## src/rtl/seg7_pkg.sv

```systemverilog
// Shared types and segment patterns for the two-digit scan driver.
// Patterns are active-low, ordered {g,f,e,d,c,b,a}.
package seg7_pkg;

    typedef enum logic [1:0] {
        BLANK_A,
        SHOW_U,
        BLANK_B,
        SHOW_T
    } state_t;

    localparam logic [6:0] SEG_BLANK = 7'h7F;
    localparam logic [6:0] SEG_DASH  = 7'h3F;

    // Entry 0 is the rightmost element.
    localparam logic [9:0][6:0] SEG_TABLE = {
        7'b0010000,
        7'b0000000,
        7'b1111000,
        7'b0000010,
        7'b0010010,
        7'b0011001,
        7'b0110000,
        7'b0100100,
        7'b1111001,
        7'b1000000
    };

endpackage

```

## src/rtl/seg7_scan2_if.sv

```systemverilog
// Digit inputs and display outputs of the scan driver.
// slave = the driver, master = whoever feeds digits and watches pins.
interface seg7_scan2_if;
    logic [3:0] digit1;
    logic [3:0] digit2;
    logic       blank_lz;
    logic [1:0] an;
    logic [6:0] seg;
    logic       dp;
    logic       frame;

    modport master (
        output digit1, digit2, blank_lz,
        input  an, seg, dp, frame
    );

    modport slave (
        input  digit1, digit2, blank_lz,
        output an, seg, dp, frame
    );
endinterface

```

## src/rtl/bcd_to_seg.sv

```systemverilog
// Combinational BCD to active-low seven-segment decoder.
// Codes 10..15 show a dash.
module bcd_to_seg
    import seg7_pkg::*;
(
    input  logic [3:0] i_bcd,
    output logic [6:0] o_seg
);

    // Table lookup for valid BCD, dash otherwise
    always_comb begin
        o_seg = SEG_DASH;
        unique case (i_bcd)
            4'd0: o_seg = SEG_TABLE[0];
            4'd1: o_seg = SEG_TABLE[1];
            4'd2: o_seg = SEG_TABLE[2];
            4'd3: o_seg = SEG_TABLE[3];
            4'd4: o_seg = SEG_TABLE[4];
            4'd5: o_seg = SEG_TABLE[5];
            4'd6: o_seg = SEG_TABLE[6];
            4'd7: o_seg = SEG_TABLE[7];
            4'd8: o_seg = SEG_TABLE[8];
            4'd9: o_seg = SEG_TABLE[9];
            default: o_seg = SEG_DASH;
        endcase
    end

endmodule

```

## src/rtl/seg7_scan2.sv

```systemverilog
// Two-digit multiplexed common-anode display driver with
// blanking gaps and once-per-frame digit snapshot.
module seg7_scan2
    import seg7_pkg::*;
#(
    parameter int REFRESH_DIV  = 50000,
    parameter int BLANK_CYCLES = 16
) (
    input  logic         clk,
    input  logic         rst,
    seg7_scan2_if.slave  bus
);

    localparam int MAXC = (REFRESH_DIV > BLANK_CYCLES) ?
                          REFRESH_DIV : BLANK_CYCLES;
    localparam int CW   = $clog2(MAXC + 1);

    localparam logic [CW-1:0] LD_SHOW  = CW'(REFRESH_DIV - 1);
    localparam logic [CW-1:0] LD_BLANK = CW'(BLANK_CYCLES - 1);

    state_t          r_state;
    state_t          w_state_nxt;
    logic [CW-1:0]   r_cnt;
    logic [CW-1:0]   w_cnt_nxt;
    logic            w_snap;
    logic [3:0]      r_d_u;
    logic [3:0]      r_d_t;
    logic [3:0]      w_bcd;
    logic [6:0]      w_dec;
    logic [1:0]      w_an;
    logic [6:0]      w_seg;
    logic [1:0]      r_an;
    logic [6:0]      r_seg;
    logic            r_frame;

    assign w_snap = (r_state == BLANK_A) && (r_cnt == '0);

    // Next state: count down, advance and reload at zero
    always_comb begin
        w_state_nxt = r_state;
        w_cnt_nxt   = r_cnt - 1'b1;
        if (r_cnt == '0) begin
            unique case (r_state)
                BLANK_A: begin
                    w_state_nxt = SHOW_U;
                    w_cnt_nxt   = LD_SHOW;
                end
                SHOW_U: begin
                    w_state_nxt = BLANK_B;
                    w_cnt_nxt   = LD_BLANK;
                end
                BLANK_B: begin
                    w_state_nxt = SHOW_T;
                    w_cnt_nxt   = LD_SHOW;
                end
                default: begin
                    w_state_nxt = BLANK_A;
                    w_cnt_nxt   = LD_BLANK;
                end
            endcase
        end
    end

    // State and timer registers
    always_ff @(posedge clk) begin
        if (rst) begin
            r_state <= BLANK_A;
            r_cnt   <= LD_BLANK;
        end else begin
            r_state <= w_state_nxt;
            r_cnt   <= w_cnt_nxt;
        end
    end

    // Digit snapshot on the last BLANK_A cycle only
    always_ff @(posedge clk) begin
        if (rst) begin
            r_d_u <= '0;
            r_d_t <= '0;
        end else if (w_snap) begin
            r_d_u <= bus.digit1;
            r_d_t <= bus.digit2;
        end
    end

    assign w_bcd = (r_state == SHOW_T) ? r_d_t : r_d_u;

    bcd_to_seg u_dec (
        .i_bcd (w_bcd),
        .o_seg (w_dec)
    );

    // Anode/segment selection, tens blanked on leading zero
    always_comb begin
        w_an  = 2'b11;
        w_seg = SEG_BLANK;
        unique case (r_state)
            SHOW_U: begin
                w_an  = 2'b10;
                w_seg = w_dec;
            end
            SHOW_T: begin
                if (!(bus.blank_lz && (r_d_t == 4'd0))) begin
                    w_an  = 2'b01;
                    w_seg = w_dec;
                end
            end
            default: begin
                w_an  = 2'b11;
                w_seg = SEG_BLANK;
            end
        endcase
    end

    // Registered outputs, dark in reset
    always_ff @(posedge clk) begin
        if (rst) begin
            r_an    <= 2'b11;
            r_seg   <= SEG_BLANK;
            r_frame <= 1'b0;
        end else begin
            r_an    <= w_an;
            r_seg   <= w_seg;
            r_frame <= w_snap;
        end
    end

    assign bus.an    = r_an;
    assign bus.seg   = r_seg;
    assign bus.frame = r_frame;
    assign bus.dp    = 1'b1;

endmodule
```

## src/flat_wrapper.sv

```systemverilog
// flat-port wrapper written by rule: the top's interface ports become plain ports
module seg7_scan2_flat import seg7_pkg::*;
#(
    parameter int REFRESH_DIV  = 50000,
    parameter int BLANK_CYCLES = 16
)
  (clk, rst, bus_digit1, bus_digit2, bus_blank_lz, bus_an, bus_seg, bus_dp, bus_frame);
  seg7_scan2_if bus_i ();
  input  logic clk;
  input  logic rst;
  input wire logic [$bits(bus_i.digit1)-1:0] bus_digit1;
  input wire logic [$bits(bus_i.digit2)-1:0] bus_digit2;
  input wire logic [$bits(bus_i.blank_lz)-1:0] bus_blank_lz;
  output wire logic [$bits(bus_i.an)-1:0] bus_an;
  output wire logic [$bits(bus_i.seg)-1:0] bus_seg;
  output wire logic [$bits(bus_i.dp)-1:0] bus_dp;
  output wire logic [$bits(bus_i.frame)-1:0] bus_frame;
  assign bus_i.digit1 = bus_digit1;
  assign bus_i.digit2 = bus_digit2;
  assign bus_i.blank_lz = bus_blank_lz;
  assign bus_an = bus_i.an;
  assign bus_seg = bus_i.seg;
  assign bus_dp = bus_i.dp;
  assign bus_frame = bus_i.frame;
  seg7_scan2 #(.REFRESH_DIV(REFRESH_DIV), .BLANK_CYCLES(BLANK_CYCLES)) u_core (.clk(clk), .rst(rst), .bus(bus_i));
endmodule
```

## config.mk

```make
export PLATFORM = sky130hd
export DESIGN_NAME = seg7_scan2_flat
export DESIGN_NICKNAME = d
export VERILOG_FILES = /design/src/rtl/seg7_pkg.sv /design/src/rtl/seg7_scan2_if.sv /design/src/rtl/bcd_to_seg.sv /design/src/rtl/seg7_scan2.sv /design/src/flat_wrapper.sv
export SDC_FILE = /design/constraint.sdc
export NUM_CORES = 1
export LEC_CHECK = 0
export CORE_AREA = 4 4 94 74
export DETAILED_ROUTE_END_ITERATION = 6
export DIE_AREA = 0 0 98 78
export GPL_ROUTABILITY_DRIVEN = 0
export SYNTH_ARGS = -nofsm -noshare
export SYNTH_HDL_FRONTEND = slang
export SYNTH_HIERARCHICAL = 1
export SYNTH_SLANG_ARGS = --single-unit
```

## constraint.sdc

```tcl
create_clock -name clk -period 1.8 [get_ports clk]
set_input_delay 0.36 -clock clk [delete_from_list [all_inputs] [get_ports clk]]
set_output_delay 0.36 -clock clk [all_outputs]
set_load 0.02 [all_outputs]
```

==> run_results.csv <==
group,metric,value,unit
outcome,status,"completed",
sta,finalSetupViolCount,0,
logic_synthesis,ys_seq_area_share,40.7,%
setup_path,crit_arrival,1.99,ns
setup_path,reg2reg_depth,7,
floorplan,coreArea,0.00610,mm^2
placed_design,dp_hpwl,2500,um
floorplan,rows,25,
grt,grt_pass1_wl,5680,um
drt,wl_met3,106,um
drt,ant_nets,0,
logic_synthesis,synthesis.nets,204,
power_and_ir_drop,ir_drop,318,uV
layout,drive_above_1_share,24.0,%
floorplan,start_util,29.0,%
setup_path,r2r_start,"u_core/r_cnt[1]",
grt,grt_max_degree,15,
layout,area_growth,31.9,%
drt,wl_met2,1480,um
setup_path,start_kind,"flip-flop",
sta,rsz0062_at_grt,"true",
sta,slew_headroom,65.4,%
floorplan,die_y,78,um
grt,antenna_found_initial,0,
power_and_ir_drop,p_per_area,669,mW/mm^2
setup_path,critical_path.cell_chain,"inv_2 > ha_4 > nor3b_4 > and4b_2 > nand2_2 > or3_4 > a21oi_2",
logic_synthesis,ys_top_cells_by_area,"dfxtp_1 (41%), ha_1 (7.8%), nor2_1 (5.7%)",
cts,cts_sinks,36,
layout,stdcell_area,0.00233,mm^2
cts,cts_buffer_depth,2,
logic_synthesis,yosysTopAreaCell,"dfxtp_1",
sta,fmax,564,MHz
sta,hold_slack,0.413,ns
power_and_ir_drop,finalPower,1560,uW
setup_path,worstSetupEndpointType,"flip-flop",
power_and_ir_drop,p_leak,0.000961,uW
logic_synthesis,synth.avg_cell_area,9.73,um^2
sta,fin_crit_sh,98.5,%
logic_synthesis,synth_top_area_share,40.7,%
cts,h-tree-depth,2,
cts,cts_tree,"yes",
power_and_ir_drop,switching_share,19.9,%
power_and_ir_drop,pwr-share-clk,44.2,%
setup_path,crit_type,"reg -> reg",
drt,vias_per_cell,4.24,
drt,wl_per_cell,11.2,um
logic_synthesis,synth-seq-cells,36,
placed_design,portBuffers,20,
sta,hold_viol_final,0,
drt,top_layer_used,"met4",
power_and_ir_drop,switchingPower,311,uW
drt,wl,3380,um
sta,fin_worst_skew,0.00975,ns
floorplan,dieWidth,98,um
cts,cts.clk_slew.worst_paths,0.07,ns
grt,grt_pass1_vias,1240,
drt,vias,1279,
logic_synthesis,synth_warnings,6,
layout,n_antenna_cell,0,
setup_path,crit_cells,7,
drt,first_iter_violations,32,
logic_synthesis,syn_area,0.00177,mm^2
cts,numCtsBuffers,5,
power_and_ir_drop,comb_power_share,3.9,%
logic_synthesis,yosys_most_used_dff,"dfxtp_1",
grt,overflow,0,
setup_path,critPathLaunch,"u_core/r_cnt[1]",
setup_path,cp.required,2.01,ns
power_and_ir_drop,p_int,1250,uW
drt,dr.pass1.iters,4,
floorplan,die-area,0.00764,mm^2
layout,final_core_util,38.3,%
setup_path,cp_num_buf_inv,1,
setup_path,path_max_fanout,4,
grt,grt_usage,9.32,%
placed_design,dpl_cell_area,0.00215,mm^2
flow_run,drv_cap,0,
power_and_ir_drop,seqPwrFrac,51.8,%
logic_synthesis,synth_cells,182,
sta,drv_slew,0,
cts,holdBufCountCts,0,
layout,fin_nets,242,
drt,drc_errors,0,
logic_synthesis,yosysMostFrequentCell,"dfxtp_1",
setup_path,setup.worst_path.end,"u_core/r_cnt[14]",
logic_synthesis,ys_async_sr_fraction,0,%
worst_hold_path,hold_class,"reg -> reg",
setup_path,r2r_slack,0.03,ns
logic_synthesis,synth_common_cells,"dfxtp_1 (36), nor2_1 (27), ha_1 (11)",
setup_path,max_stage_delay,0.38,ns
logic_synthesis,synth-edff-count,0,
cts,root_buffer,"clkbuf_8",
setup_path,cp_slowest_cell,"or3_4",
setup_path,cp_top_family,"simple AND/OR/NAND/NOR gates",
setup_path,rr_endpoint,"u_core/r_cnt[14]",
floorplan,ios,22,
sta,min_period,1.77,ns
drt,wl_met1,1750,um
sta,worst_pin_slew,0.514,ns
cts,worst_skew_pair.late_latency,0.28,ns
logic_synthesis,ys_types,41,
==> per-layer routing <==
layer	global-route usage, %	up-vias
li1	-	680
met1	12.2	577
met2	13.8	18
met3	2.70	4
met4	4.98	0
met5	0	-
==> sequential cells by signal, indices dropped and copies added (netlist names) <==
name,flops
u_core/bus.seg,7
u_core/bus.an,2
u_core/bus.frame,1
u_core/r_cnt,16
u_core/r_d_u,4
u_core/r_state,2
u_core/r_d_t,4
==> worst min-delay path by stage <==
stage / start / cells after the start / slack (ns) / endpoint
after floorplan: u_core/r_cnt[0] / 1 / 0.39 / u_core/r_cnt[0]
after global placement: u_core/r_cnt[0] / 1 / 0.40 / u_core/r_cnt[0]
after detailed placement: u_core/r_cnt[0] / 1 / 0.40 / u_core/r_cnt[0]
after CTS: u_core/r_cnt[0] / 1 / 0.42 / u_core/r_cnt[0]
after global routing: u_core/r_cnt[0] / 1 / 0.44 / u_core/r_cnt[0]
final: u_core/r_cnt[0] / 1 / 0.41 / u_core/r_cnt[0]
==> kinds of logic (layout without fill, tap and decap cells) <==
family | count (synthesis) | in the layout | synth area share, %
AO/OA/AOI/OAI | 16 | 16 | 5.65
XOR/XNOR | 12 | 12 | 5.94
adder cells (fa/ha/maj) | 11 | 11 | 7.77
flip-flops | 36 | 36 | 40.7
buffers and inverters | 16 | 55 | 4.81
multiplexers | 14 | 14 | 8.20
other | 1 | 1 | 0.212
AND/OR/NAND/NOR | 76 | 76 | 26.7
==> cells in the final DEF (no fill, tap or decap), drive strengths merged, types with 2 or more instances in the layout <==
master         instances
inv                    7
o21ai                  5
xor2                   5
or3                    2
nor2b                  2
or2b                   2
nor2                  27
clkbuf                 6
nand2b                10
or4                    2
xnor2                  7
clkdlybuf4s50         20
a21oi                  5
nand4b                 3
nand2                 10
dfxtp                 36
nor3                   3
nor3b                  3
mux2                   4
and3b                  2
mux2i                 10
nor4                   3
nand3                  2
o31ai                  2
ha                    11
buf                   20
==> final cells by class <==
type	instances	area, um^2
clock inverter	2	35.0
multi-input combinational	130	1010
timing repair buffer	40	363
fill	638	3760
sequential	36	726
inverter	7	26.3
clock buffer	6	72.6
tap	81	101
==> metrics by stage <==
stage | std cells | TNS, ns | setup slack (ns)
2_1_floorplan | 182 | 0 | 0.0207
3_3_place_gp | 291 | -0.0142 | -0.0142
3_5_place_dp | 291 | -0.170 | -0.0543
4_1_cts | 299 | 0 | 0.00568
5_1_grt | 302 | -0.155 | -0.0549
6_report | 302 | 0 | 0.0275
==> worst reg2reg max path, delay by kind of cell, from the launching register on <==
| family | cells | cell delay [ns] |
|---|---|---|
| fa+ha+maj | 1 | 0.13 |
| compound gates | 1 | 0.14 |
| simple gates | 4 | 1.04 |
| buf+inv | 1 | 0.07 |
| flops | 1 | 0.33 |
==> power by group through the flow <==
stage	logic, uW	registers (uW)	clock network, uW
floorplan	25.3	825	0
CTS	55.6	808	716
detailed placement	55.2	826	0
global placement	55.4	826	0
finish	61.4	809	691
global route	69.6	810	749
==> what timing repair did <==
| item | CTS | global route |
|---|---|---|
| gates cloned | 0 | 0 |
| endpoints found under the setup margin | 14 | 29 |
| hold endpoints to repair | 0 | 0 |
| setup buffers | 0 | 3 |
| gates resized for setup | 2 | 16 |
| pin swaps | 2 | 4 |
Power figures use the tool's default switching activity.
